[src/rtl/ascii_pkg.sv]
// ascii_pkg: key-code constants, output FSM states and the key-code to ASCII mapping
package ascii_pkg;

    localparam logic [4:0] CODE_DIGIT_BASE  = 5'd1;
    localparam logic [4:0] CODE_LOWER_BASE  = 5'd10;
    localparam logic [4:0] CODE_UPPER_BASE  = 5'd26;
    localparam logic [4:0] CODE_ENTER       = 5'd16;
    localparam logic [4:0] CODE_PLUS        = 5'd17;
    localparam logic [7:0] ASCII_CR         = 8'h0D;
    localparam logic [7:0] ASCII_LF         = 8'h0A;
    localparam logic [7:0] ASCII_PLUS       = 8'h2B;
    localparam logic [7:0] ASCII_DIGIT_BASE = 8'h31;
    localparam logic [7:0] ASCII_LOWER_BASE = 8'h61;
    localparam logic [7:0] ASCII_UPPER_BASE = 8'h41;

    typedef enum logic [1:0] {IDLE, DATA, LF} out_state_t;

    // Returns {hit, ascii}; hit=0 marks an unmapped code.
    function automatic logic [8:0] map_code(input logic [4:0] code, input int group_len);
        logic [8:0] r;
        r = '0;
        if (code >= CODE_DIGIT_BASE && int'(code) < int'(CODE_DIGIT_BASE) + group_len)
            r = {1'b1, ASCII_DIGIT_BASE + 8'(code - CODE_DIGIT_BASE)};
        else if (code >= CODE_LOWER_BASE && int'(code) < int'(CODE_LOWER_BASE) + group_len)
            r = {1'b1, ASCII_LOWER_BASE + 8'(code - CODE_LOWER_BASE)};
        else if (code >= CODE_UPPER_BASE && int'(code) < int'(CODE_UPPER_BASE) + group_len)
            r = {1'b1, ASCII_UPPER_BASE + 8'(code - CODE_UPPER_BASE)};
        else if (code == CODE_ENTER)
            r = {1'b1, ASCII_CR};
        else if (code == CODE_PLUS)
            r = {1'b1, ASCII_PLUS};
        return r;
    endfunction

endpackage

[src/rtl/sync_fifo.sv]
// sync_fifo: single-clock FIFO with first-word-fall-through head and occupancy count
module sync_fifo #(
    parameter int WIDTH = 8,
    parameter int DEPTH = 16
) (
    input  logic                       clk,
    input  logic                       rst,
    input  logic                       push,
    input  logic                       pop,
    input  logic [WIDTH-1:0]           wdata,
    output logic [WIDTH-1:0]           rdata,
    output logic                       full,
    output logic                       empty,
    output logic [$clog2(DEPTH+1)-1:0] level
);
    localparam int AW = $clog2(DEPTH);
    localparam int LW = $clog2(DEPTH+1);

    logic [WIDTH-1:0] mem [DEPTH];
    logic [AW-1:0]    wptr;
    logic [AW-1:0]    rptr;

    assign rdata = mem[rptr];
    assign full  = level == LW'(DEPTH);
    assign empty = level == '0;

    // Storage write; contents need no reset since level gates every read.
    always_ff @(posedge clk) begin
        if (push) mem[wptr] <= wdata;
    end

    // Pointers wrap naturally at DEPTH (power of two); level tracks push/pop.
    always_ff @(posedge clk or posedge rst) begin
        if (rst) begin
            wptr  <= '0;
            rptr  <= '0;
            level <= '0;
        end else begin
            wptr  <= wptr + AW'(push);
            rptr  <= rptr + AW'(pop);
            level <= level + LW'(push) - LW'(pop);
        end
    end

endmodule

[src/rtl/ascii_tx_queue.sv]
// ascii_tx_queue: maps key codes to ASCII, queues them and streams them out with optional LF after CR
module ascii_tx_queue
    import ascii_pkg::*;
#(
    parameter int DEPTH       = 16,
    parameter int GROUP_LEN   = 5,
    parameter int LF_AFTER_CR = 1
) (
    input  logic                       clk,
    input  logic                       rst,
    input  logic [4:0]                 key_code,
    input  logic                       key_valid,
    input  logic                       clr_flags,
    output logic [7:0]                 tx_data,
    output logic                       tx_valid,
    input  logic                       tx_ready,
    output logic [$clog2(DEPTH+1)-1:0] level,
    output logic                       code_err,
    output logic                       overflow
);
    out_state_t state;
    logic [8:0] mapped;
    logic [7:0] head;
    logic       full, empty, push, pop, hs, to_lf, hit;

    assign mapped = map_code(key_code, GROUP_LEN);
    assign hit    = mapped[8];
    assign hs     = tx_valid & tx_ready;
    assign to_lf  = state == DATA && hs && tx_data == ASCII_CR && LF_AFTER_CR != 0;
    assign pop    = !empty && (state == IDLE || (hs && !to_lf));
    assign push   = key_valid && hit && (!full || pop);

    sync_fifo #(.WIDTH(8), .DEPTH(DEPTH)) u_fifo (
        .clk   (clk),
        .rst   (rst),
        .push  (push),
        .pop   (pop),
        .wdata (mapped[7:0]),
        .rdata (head),
        .full  (full),
        .empty (empty),
        .level (level)
    );

    // Error pulse for unmapped codes; sticky overflow where a new drop beats clr_flags.
    always_ff @(posedge clk or posedge rst) begin
        if (rst) begin
            code_err <= 1'b0;
            overflow <= 1'b0;
        end else begin
            code_err <= key_valid && !hit;
            overflow <= (key_valid && hit && full && !pop) ? 1'b1 : clr_flags ? 1'b0 : overflow;
        end
    end

    // Output slot FSM: inserts LF after a sent CR, otherwise refills from the FIFO head.
    always_ff @(posedge clk or posedge rst) begin
        if (rst) begin
            state    <= IDLE;
            tx_data  <= '0;
            tx_valid <= 1'b0;
        end else if (to_lf) begin
            state    <= LF;
            tx_data  <= ASCII_LF;
        end else if (pop) begin
            state    <= DATA;
            tx_data  <= head;
            tx_valid <= 1'b1;
        end else if (hs) begin
            state    <= IDLE;
            tx_valid <= 1'b0;
        end
    end

endmodule

[config.mk]
export PLATFORM = sky130hd
export DESIGN_NAME = ascii_tx_queue
export DESIGN_NICKNAME = d
export VERILOG_FILES = /design/src/rtl/ascii_pkg.sv /design/src/rtl/sync_fifo.sv /design/src/rtl/ascii_tx_queue.sv
export SDC_FILE = /design/constraint.sdc
export NUM_CORES = 1
export LEC_CHECK = 0
export BUFFER_PORTS_ARGS = -buffer_cell sky130_fd_sc_hd__buf_4
export CAP_MARGIN = 10
export CORE_ASPECT_RATIO = 1.75
export CORE_MARGIN = 10
export CORE_UTILIZATION = 36
export CTS_BUF_LIST = sky130_fd_sc_hd__clkbuf_2
export DETAILED_ROUTE_END_ITERATION = 10
export SLEW_MARGIN = 25
export SYNTH_ARGS = -nofsm -noshare
export SYNTH_HDL_FRONTEND = slang
export SYNTH_SLANG_ARGS = --single-unit
export TNS_END_PERCENT = 30
[constraint.sdc]
create_clock -name clk -period 4.8 [get_ports clk]
set_input_delay 1.2 -clock clk [delete_from_list [all_inputs] [get_ports clk]]
set_output_delay 1.2 -clock clk [all_outputs]
set_load 0.05 [all_outputs]
==> out/qor.txt <==
Rows = 65
total power density per cell area = 524.4 nW/um2
Slew Viols, Final = 0
Setup CP Type = in -> reg
Min-Delay Path Class = reg -> reg
layout cells sized above 1 = 0.2796
Num CTS Buffers = 17
Worst Hold Launch = state[1]
most frequent cells in the layout = 128 x edfxtp_1, 50 x buf_4, 32 x mux4_2, 24 x dfrtp_1
Netlist cell types = 62
skew final = 0.04357 ns
most common cell after layout, fill and taps aside = edfxtp_1
area of placed instances = 7283 um2
Critical Path RT = 5.38 ns
CTS sink cnt = 154
CTS Hold Bufs = 0
Mean Syn Cell Area = 17.36 um2
vias per cell = 5.104
clk slew on worst S/H paths = 0.24 ns
core area = 18140 um2
Layout Utilization = 0.4133
# DRC = 0
Worst-Margin Slew = 0.8864 ns
Placed Instances = 667
synth warn = 0
vias in the first global route = 3837
final instance area = 7496 um2
die height = 200 um
CTS tree = yes
GRT overflow = 0
Synth Cell Area = 6665 um2
relative slew slack = 0.4090
post-CTS setup repair buffer count = 0
VDD IR-drop max = 324.0 uV
NumNets Final = 480
Top-Level Pins = 26
status = finished, final reports clean
Startpoint Class = input pin
Worst Reg-to-Reg Cells = 11
sequential area share after synthesis = 0.6743
hold path depth = 1
fin crit period = 3.273 ns
H-tree levels = 4
RR Startpoint = tx_data[6]
Max-cap violations = 0
Fin. Hold Viols = 0
Post-Syn Instances = 384
# fillers = 1638
detailed-route via count = 3573
r2r endpoint = u_fifo.level[4]
Crit Path Max Fanout = 17
Clock Root Buffer = clkbuf_2
DRT antenna net count = 0
crit path from = key_code[1]
dpl ws = 0.8593 ns
flop-to-flop setup slack = 1.71 ns
setup TNS = 0 ns
Worst setup EP type = flip-flop
Skew-Pair Late Insertion Delay = 0.69 ns
total track usage = 0.1177
DR iter-0 viols = 169
Leak = 2.680 nW
Final Non-Filler Cells = 700
DR pass1 iterations = 4
post-synthesis register bit count = 154
I/O Buffers = 25
first-pass GRT wire length = 21.58 mm
Hold Crit Endpoint = state[1]
Max clock buf depth = 2
Starting Density = 0.3675
final hold slack = 0.5324 ns
initial antenna violation count = 1
Layout area overhead = 12.46%
largest net degree at the start of global routing = 35
Die X = 122.9 um
Tcrit/Tclk final = 0.6819
Main synth FF type = edfxtp_1
Routed WL per cell = 19.39 um
Post-synth ARST share = 0.1688
Worst EP arrival = 3.85 ns
Die ar. = 24570 um2
final WL = 13.58 mm
number of synthesized flops with an enable pin = 128
final worst slack = 1.527 ns
post-CTS resize count = 0
Final Power = 3.931 mW
unrepaired setup endpoints after global routing = no
Peak Freq = 305.5 MHz
final setup violation count = 0
GPL Wtd Cong = 0.8539
DP HPWL = 9.645 mm
[worst max-delay path: stages]
cell      delay, ns
buf_4          0.14
inv_1          0.14
ha_1           0.26
nor3b_2        0.30
nor4_4         0.10
o31ai_4        0.61
nor2_1         0.19
ha_1           0.25
inv_1          0.07
fa_1           0.20
inv_1          0.05
a21oi_1        0.14
o21bai_1       0.09
xnor2_1        0.13
[flip-flops by register name, summed over array words and instances (netlist names)]
register      count
tx_valid          1
overflow          1
code_err          1
u_fifo.rptr       4
tx_data           8
u_fifo.level      5
u_fifo.mem      128
state             2
u_fifo.wptr       4
[kinds of logic after synthesis]
group	count (synthesis)	synth area share
fa+ha+maj	18	0.03492
buf+inv	34	0.02647
flops	154	0.6743
other cells	1	0.0005626
compound gates	56	0.06401
simple gates	73	0.06983
xor+xnor	13	0.01708
mux	35	0.1128
[report_power, final]
| group | total (mW) | internal, mW | switching (mW) |
|---|---|---|---|
| clock network | 0.637 | 0.188 | 0.449 |
| registers | 1.87 | 1.63 | 0.240 |
| logic | 1.42 | 0.639 | 0.781 |
| total | 3.93 | 2.46 | 1.47 |
[cell type report]
type | count | area [um2] | area share
multi-input cells | 211 | 2051 | 0.2736
repair buffers | 50 | 375.4 | 0.05008
clock inverters | 15 | 125.1 | 0.01669
flip-flops and latches | 154 | 4497 | 0.5999
diodes | 1 | 2.502 | 0.0003338
clock buffers | 17 | 85.08 | 0.01135
well taps | 234 | 292.8 | 0.03906
inverters | 18 | 67.56 | 0.009014
[how the worst max path moves through the flow]
stage	end	slack [ns]	depth (start not counted)
5_1_grt	u_fifo.level[4]	1.44	14
3_5_place_dp	u_fifo.level[4]	0.86	14
6_report	u_fifo.level[4]	1.53	14
4_1_cts	u_fifo.level[4]	1.65	14
3_3_place_gp	u_fifo.level[4]	0.98	14
2_1_floorplan	u_fifo.mem[11][0]	1.01	8
[layer usage]
metal  share of wire  vias up  wire [um]  global-route usage
met5               0        -          0                   0
met3           0.037       15        501             0.02307
li1                -     1663          -                   -
met4           0.027        0        364             0.05521
met2            0.56       95       7643              0.2138
met1            0.37     1800       5066              0.1268
[cells in the mapped netlist (all sizes together) (2+ instances only)]
library cell    n  area (um2)
a22o            6       52.55
nand2          11       41.29
nor2b           3       18.77
xor2            6       52.55
o311ai          2       17.52
o21ai           6       30.03
nand3           2       10.01
o31ai           3       41.29
o221ai          2       17.52
a31oi           2       12.51
o22ai           2       12.51
a211oi          2       15.01
inv            18       67.57
or4b            2       23.77
buf            12       93.84
mux4           32       720.7
clkbuf          4       15.01
a21oi           7       35.03
nor3            7       45.04
nand2b          7       43.79
a22oi          15       112.6
dfrtp          26       650.6
mux2i           2       20.02
and2            3       18.77
nor4           17       133.9
nor2            9       33.78
edfxtp        128        3844
or2             3       18.77
xnor2           7       61.31
ha             17       212.7
a21o            3       22.52
Power figures use the tool's default switching activity.
